### src/rtl/cat_dot_product_engine.sv
// Cat classifier dot-product engine: streams pixel/weight words, accumulates lane products plus bias.
// Optional macro CAT_ACC_SATURATE_EN clamps every accumulator add instead of wrapping.
module cat_dot_product_engine #(
  parameter int unsigned AMBA_WORD        = 24,
  parameter int unsigned AMBA_ADDR_DEPTH  = 13,
  parameter int unsigned WEIGHT_PRECISION = 5,
  parameter int unsigned NUM_WORDS        = 1024,
  parameter int unsigned ACC_WIDTH        = 32
) (
  input  logic                       clk,
  input  logic                       rst,
  input  logic                       start,
  output logic                       read_en,
  output logic [AMBA_ADDR_DEPTH-1:0] read_address,
  input  logic [AMBA_WORD-1:0]       pixel_data,
  input  logic [AMBA_WORD-1:0]       weight_data,
  input  logic [ACC_WIDTH-1:0]       bias,
  output logic                       busy,
  output logic [ACC_WIDTH-1:0]       acc_val,
  output logic                       last_result,
  output logic                       done
);

  localparam int unsigned LANES  = AMBA_WORD / 8;
  localparam int unsigned PROD_W = 9 + WEIGHT_PRECISION;
  localparam int unsigned SUM_W  = PROD_W + $clog2(LANES);
  localparam int unsigned EXT_W  = ((ACC_WIDTH > SUM_W) ? ACC_WIDTH : SUM_W) + 1;
  localparam logic [AMBA_ADDR_DEPTH-1:0] LAST_ADDR = AMBA_ADDR_DEPTH'(NUM_WORDS - 1);

  typedef enum logic [2:0] {IDLE, FETCH, DRAIN, BIAS, DONE} state_t;

  state_t                      state, next_state;
  logic                        valid;
  logic [ACC_WIDTH-1:0]        bias_q;
  logic signed [SUM_W-1:0]     lane_sum_c;
  logic signed [ACC_WIDTH-1:0] acc_next_c;
  logic signed [ACC_WIDTH-1:0] biased_c;
  logic                        unused_weight;

  // Upper lane bits of the weight word carry no information.
  assign unused_weight = ^weight_data;

  // Add in a widened domain so overflow is visible, then wrap or clamp.
  function automatic logic signed [ACC_WIDTH-1:0] acc_add(
    input logic signed [ACC_WIDTH-1:0] a,
    input logic signed [EXT_W-1:0]     b
  );
    logic signed [EXT_W-1:0] s;
    logic signed [EXT_W-1:0] hi;
    logic signed [EXT_W-1:0] lo;
    s  = EXT_W'(a) + b;
    hi = EXT_W'(signed'({1'b0, {(ACC_WIDTH-1){1'b1}}}));
    lo = EXT_W'(signed'({1'b1, {(ACC_WIDTH-1){1'b0}}}));
`ifdef CAT_ACC_SATURATE_EN
    if (s > hi)      return hi[ACC_WIDTH-1:0];
    else if (s < lo) return lo[ACC_WIDTH-1:0];
    else             return s[ACC_WIDTH-1:0];
`else
    if (hi == lo) return '0;
    return s[ACC_WIDTH-1:0];
`endif
  endfunction

  // Sum of unsigned pixel lane times sign-extended weight lane.
  always_comb begin
    logic signed [PROD_W-1:0] px;
    logic signed [PROD_W-1:0] wt;
    lane_sum_c = '0;
    px = '0;
    wt = '0;
    for (int l = 0; l < int'(LANES); l++) begin
      px = signed'(PROD_W'({1'b0, pixel_data[8*l +: 8]}));
      wt = PROD_W'(signed'(weight_data[8*l +: WEIGHT_PRECISION]));
      lane_sum_c = lane_sum_c + SUM_W'(px * wt);
    end
  end

  assign acc_next_c = acc_add(signed'(acc_val), EXT_W'(lane_sum_c));
  assign biased_c   = acc_add(signed'(acc_val), EXT_W'(signed'(bias_q)));

  always_ff @(posedge clk or posedge rst) begin
    if (rst) state <= IDLE;
    else     state <= next_state;
  end

  always_comb begin
    next_state = state;
    case (state)
      IDLE:    if (start) next_state = FETCH;
      FETCH:   if (read_address == LAST_ADDR) next_state = DRAIN;
      DRAIN:   next_state = BIAS;
      BIAS:    next_state = DONE;
      DONE:    next_state = IDLE;
      default: next_state = IDLE;
    endcase
  end

  // Registered outputs and datapath, driven from the current/next state.
  always_ff @(posedge clk or posedge rst) begin
    if (rst) begin
      read_en      <= 1'b0;
      read_address <= '0;
      busy         <= 1'b0;
      done         <= 1'b0;
      acc_val      <= '0;
      last_result  <= 1'b0;
      valid        <= 1'b0;
      bias_q       <= '0;
    end else begin
      valid <= read_en;
      busy  <= (next_state inside {FETCH, DRAIN, BIAS});
      done  <= (next_state == DONE);
      if (valid) acc_val <= acc_next_c;
      case (state)
        IDLE: if (start) begin
          acc_val      <= '0;
          bias_q       <= bias;
          read_address <= '0;
          read_en      <= 1'b1;
        end
        FETCH: begin
          if (read_address == LAST_ADDR) read_en <= 1'b0;
          else read_address <= read_address + AMBA_ADDR_DEPTH'(1);
        end
        BIAS: begin
          acc_val     <= biased_c;
          last_result <= !biased_c[ACC_WIDTH-1] && (biased_c != '0);
        end
        default: ;
      endcase
    end
  end

endmodule

### config.mk
export PLATFORM = sky130hd
export DESIGN_NAME = cat_dot_product_engine
export DESIGN_NICKNAME = d
export VERILOG_FILES = /design/src/rtl/cat_dot_product_engine.sv
export SDC_FILE = /design/constraint.sdc
export NUM_CORES = 1
export LEC_CHECK = 0
export CORE_UTILIZATION = 53
export DETAILED_ROUTE_END_ITERATION = 7
export GPL_TIMING_DRIVEN = 0
export MAX_ROUTING_LAYER = met4
export PLACE_DENSITY = 0.9
export SLEW_MARGIN = 20
export SYNTH_ARGS = -nofsm -noshare
export SYNTH_HDL_FRONTEND = slang
export SYNTH_SLANG_ARGS = --single-unit
### constraint.sdc
create_clock -name clk -period 5.1 [get_ports clk]
set_clock_uncertainty 0.15 [all_clocks]
set_input_delay 1.02 -clock clk [delete_from_list [all_inputs] [get_ports clk]]
set_output_delay 1.02 -clock clk [all_outputs]
set_load 0.01 [all_outputs]
-- Yosys cells after proc, flatten, opt, wreduce, memory -nomap -nowiden
Index checks and enable logic that the tools add are counted.
- $add $sub $neg: 5
- bitwise logic cells: 0
- $mul: 3
- divide/modulo/power cells: 0
- reductions and logical operators: 9
- equality and inequality tests: 11
- order comparisons: 0
- mux-type cells: 12
- shift operators: 0
- operator list (kind ; count):
    32-bit two-way mux ; 2
    32-bit case mux with 2 select lines ; 1
    9-bit by 5-bit multiplier with 14-bit output ; 3
    32-bit by 16-bit adder with 32-bit output ; 1
    32-bit adder ; 1
    32-bit nonzero test ; 1
    13-bit two-way mux ; 2
    13-bit case mux with 2 select lines ; 1
    15-bit by 14-bit adder with 16-bit output ; 1
    14-bit by 14-bit adder with 15-bit output ; 1
    13-bit by 1-bit adder with 13-bit output (second input constant) ; 1
    13-bit by 10-bit == test with 1-bit output (second input constant) ; 1
    3-bit by 2-bit == test with 1-bit output (second input constant) ; 4
    3-bit case mux with 4 select lines ; 1
    3-bit by 1-bit == test with 1-bit output (second input constant) ; 2
    3-bit two-way mux ; 2
    2-bit inequality test (second input constant) ; 3
    3-bit AND reduction ; 2
    3-bit == test (second input constant) ; 1
    3-bit logical NOT ; 1
    3-bit nonzero test ; 1
    1-bit two-way mux ; 2
    1-bit case mux with 2 select lines ; 1
    2-bit AND reduction ; 1
    3 further kinds ; 3
- word-level logic and storage cells: 49
- memories: 0
- bits of input ports: 83
- bits in read-only memories: 0
- bits in writable memories: 0
- register bits after elaboration: 85
- output and inout bits: 49
- bits in latches: 0

-- Depth between registers and ports, before layout
- depth after elaboration: 7
- depth in mapped cells: 25
- gate-level depth less buffers: 25

-- Least setup slack after synthesis
No wires, ideal clock.
- kind: input -> register
- start: input port weight_data[4]
- end: register acc_val[31]
- slack: -1.734 ns
- buffers on the path: 0
- setup time: 0.138 ns
- stages on the path: 23
- data arrival time: 6.546 ns
- data required time: 4.812 ns
- cell sequence: clkinv_1 > nor2_1 > fa_1 > inv_1 > fa_1 > fa_1 > inv_1 > fa_1 > fa_1 > inv_1 > fa_1 > inv_1 > ha_1 > a211oi_1 > o21ai_0 > a2111oi_0 > a21oi_1 > a21oi_2 > o221ai_1 > o21a_1 > o21ai_1 > xnor2_1 > o22ai_1
- cells in the longest elaborated chain, start to end: 7
- ends and longest elaborated chain (what ; line ; RTL):
    from (decl) ; 16 ; input logic [AMBA_WORD-1:0] weight_data,
    9-bit by 5-bit multiplier with 14-bit output * ; 74 ; lane_sum_c = lane_sum_c + SUM_W'(px * wt);
    14-bit by 14-bit adder with 15-bit output * ; 74 ;
    15-bit by 14-bit adder with 16-bit output * ; 74 ;
    32-bit by 16-bit adder with 32-bit output * ; 51 ; s = EXT_W'(a) + b;
    32-bit two-way mux * ; 113 ; if (valid) acc_val <= acc_next_c;
    32-bit two-way mux ; 115 ; IDLE: if (start) begin
    32-bit case mux with 2 select lines * ; 114 ; case (state)
    to (signal assigned) ; 113 ;
    to (signal assigned) ; 126 ; acc_val <= biased_c;
    to (decl) ; 19 ; output logic [ACC_WIDTH-1:0] acc_val,
Every way passes the cells marked *; elsewhere a longest branch is shown, timed or not.
A chain may end at the register's enable or synchronous reset.

-- Worst setup path after layout
- start: input port pixel_data[23]
- end: register acc_val[24]
- cells in the longest elaborated chain, start to end: 6
- ends and longest elaborated chain (what ; line ; RTL):
    from (decl) ; 15 ; input logic [AMBA_WORD-1:0] pixel_data,
    9-bit by 5-bit multiplier with 14-bit output * ; 74 ;
    15-bit by 14-bit adder with 16-bit output * ; 74 ;
    32-bit by 16-bit adder with 32-bit output * ; 51 ;
    32-bit two-way mux * ; 113 ;
    32-bit two-way mux ; 115 ;
    32-bit case mux with 2 select lines * ; 114 ;
Marked as above.

==> run_results.csv <==
group,metric,value,unit
sta,holdWs,340,ps
setup_path,criticalPathCategory,"primary input to flip-flop",
finish,stdcell_count,1722,
run_status,status,"complete, but fails checks",
clock_tree,clkSinkCount,85,
sta,setup_viol,29,
yosys,ys_warn_count,0,
floorplan,fp.dieW,150,um
sta,fin_crit,6890,ps
sta,slew_headroom,35.0,%
clock_tree,cts-root-buf,"clkbuf_16",
place,hpwl,25600,um
global_route,grt.overflow.total,0,
floorplan,fp.coreArea,21300,um^2
finish,area_growth,25.5,%
global_route,grt_pass1_vias,10900,
setup_path,required,5160,ps
sta,worst_slack,-1790,ps
finish,n_antenna_cell,0,
yosys,async_flop_share,100,%
floorplan,initial_core_util,54.7,%
setup_path,path_max_fanout,5,
place,dp_slack,-3170,ps
place,place.gp.congestion,0.935,
yosys,synth_edf_count,0,
sta,slew_viol_final,0,
global_route,antenna_found_initial,0,
run_status,violations,"setup timing",
yosys,synth_cells,1255,
sta,maxClockFrequency,145,MHz
route,drtIter0Drc,1030,
yosys,synth_nets,1603,
finish,drive_gt1_share,20.2,%
clock_tree,cts-buffers-inserted,9,
route,drt_wl_total,37500,um
hold_path,hold_start,"state[2]",
route,routed_via_density,6.23,
global_route,grt_max_degree,50,
route,detail_route.wl_per_cell,21.8,um
setup_path,end_kind,"flip-flop",
yosys,synth_area,11600,um^2
clock_tree,clk_pin_slew_worst_paths,70,ps
route,via_count,10700,
setup_path,cp.arrival,6950,ps
sta,hold_viol,0,
global_route,grtUsageTotal,32.4,%
run,maxCapViolations,0,
setup_path,setup.worst_path.start,"pixel_data[23]",
place,dp_cells,1652,
floorplan,ios,132,
yosys,yosysUniqueCellTypes,71,
sta,rsz0062_at_grt,"yes",
clock_tree,clk_path_buf_depth,2,
floorplan,dieArea,22600,um^2
route,ant_nets,0,
clock_tree,cts_tree,"done",
sta,fin_crit_sh,135,%
route,firstDrtPassIters,5,
floorplan,die_y,150,um
finish,nets,1790,
setup_path,reg2reg_from,"acc_val[4]",
setup_path,start_kind,"primary input",
global_route,grt_pass1_wl,54600,um
yosys,synth_seq_cells,85,
route,drcViolationCount,0,
floorplan,num_rows,53,
clock_tree,clk_latency,350,ps
place,numPortBuffers,121,
yosys,avgSynthCellArea,9.28,um^2
hold_path,hp-class,"flip-flop to flip-flop",
clock_tree,hold_buffers,0,
yosys,synth-main-ff-cell,"dfrtp_1",
yosys,yosysSeqAreaShare,18.3,%
clock_tree,htree_num_levels,3,
sta,worst_pin_slew,975,ps
[synth_stat cells, drive strengths merged (20+ instances only)]
cell type,n,area share (%)
nand3,22,0.95
xor2,25,1.9
and2,49,2.6
ha,127,14
mux2i,20,1.7
a21o,27,1.8
nor2,76,2.5
dfrtp,85,18
nand2,96,3.1
o22ai,25,1.3
clkbuf,23,0.74
fa,138,24
inv,189,6.1
xnor2,40,3.0
a21oi,70,3.1
mux2,33,3.2
o21ai,54,2.3
[logic make-up (layout without fill, tap and decap cells)]
family	count (synthesis)	after routing	share of synthesized area, %
buffers and inverters	219	411	7.15
AOI/OAI and AO/OA	249	249	14.0
xor gates and xnor gates	65	65	4.89
adders and majority gates	266	266	37.5
DFF	85	85	18.3
and+or+nand+nor	318	318	13.3
muxes	53	53	4.91
[critical path, stage by stage]
cell and delay, ps:
clkdlybuf4s15_2 230, and2_4 160, fa_2 520, inv_1 60
fa_2 450, fa_1 470, fa_1 560, inv_1 80
fa_1 530, inv_1 50, fa_1 500, inv_2 50
ha_4 240, and3_4 180, and3_4 180, o221ai_4 80
nand2_2 110, a2111oi_4 490, buf_4 230, o31ai_4 60
a31oi_1 190, xnor2_1 110, mux2i_1 260, o22ai_1 140
[per-layer routing]
metal,part of all wire (%),GRT usage [%],vias up,routed length (um)
met5,0,-,-,0
met4,5.8,11.7,0,2200
met3,10,6.70,205,3860
met2,48,52.8,730,17900
met1,36,39.8,5212,13600
li1,-,-,4587,-
[final timing paths]
| path | to | slack [ps] | cells after the start |
|---|---|---|---|
| worst min-delay path | state[1] | 340 | 1 |
| worst max register to register | acc_val[24] | -670 | 20 |
| max in group asynchronous | acc_val[3] | 3260 | 3 |
| worst max-delay path | acc_val[24] | -1790 | 24 |
| min in group asynchronous | read_address[10] | 900 | 2 |
| worst min register to register | state[1] | 340 | 1 |
[layout make-up]
cell class,count,area (um^2)
fillers,1433,6680
clock inverters,7,73.8
repair buffers,176,1650
inverters,190,732
flip-flops and latches,85,2130
multi-input cells,951,9320
clock buffers,9,225
well taps,275,344
plain buffers,29,140
[flip-flops by register name, indices dropped and copies added (netlist names)]
name          flops
read_address     13
read_en           1
done              1
valid             1
state             3
last_result       1
bias_q           32
acc_val          32
busy              1
[repair_timing]
| item | in CTS | in global routing |
|---|---|---|
| setup endpoints to repair | 31 | 30 |
| pin swaps | 76 | 67 |
| buffers inserted | 31 | 24 |
| resized for setup | 267 | 62 |
[cells in the final DEF (no fill, tap or decap), types with 9 or more instances in the layout]
master and n:
inv_1 173, fa_1 128, ha_1 118, nand2_1 85, dfrtp_1 85, clkdlybuf4s50_1 83, nor2_1 65, a21oi_1 56
buf_4 54, and2_1 37, o21ai_0 36, xnor2_1 36, mux2_2 33, a21o_1 26, o22ai_1 25, xor2_1 24
clkbuf_1 22, nand3_1 21, mux2i_1 20, buf_2 18, buf_6 16, inv_2 13, and2_4 12, nand2b_1 11
a21oi_2 11, clkbuf_16 10, nor3_1 10, fa_2 10, nand4_1 9
[stage by stage]
stage | area [um^2] | setup TNS [ps] | util (%)
5_1_grt | 14600 | -40260 | 68.6
3_3_place_gp | 13500 | -72370 | 63.2
3_5_place_dp | 13500 | -76620 | 63.4
4_1_cts | 14200 | -31180 | 66.8
6_report | 14600 | -37790 | 68.6
2_1_floorplan | 11900 | -26050 | -
Power is not shown: default switching activity piles up to over one toggle a cycle in this logic, so the estimate is an artifact.
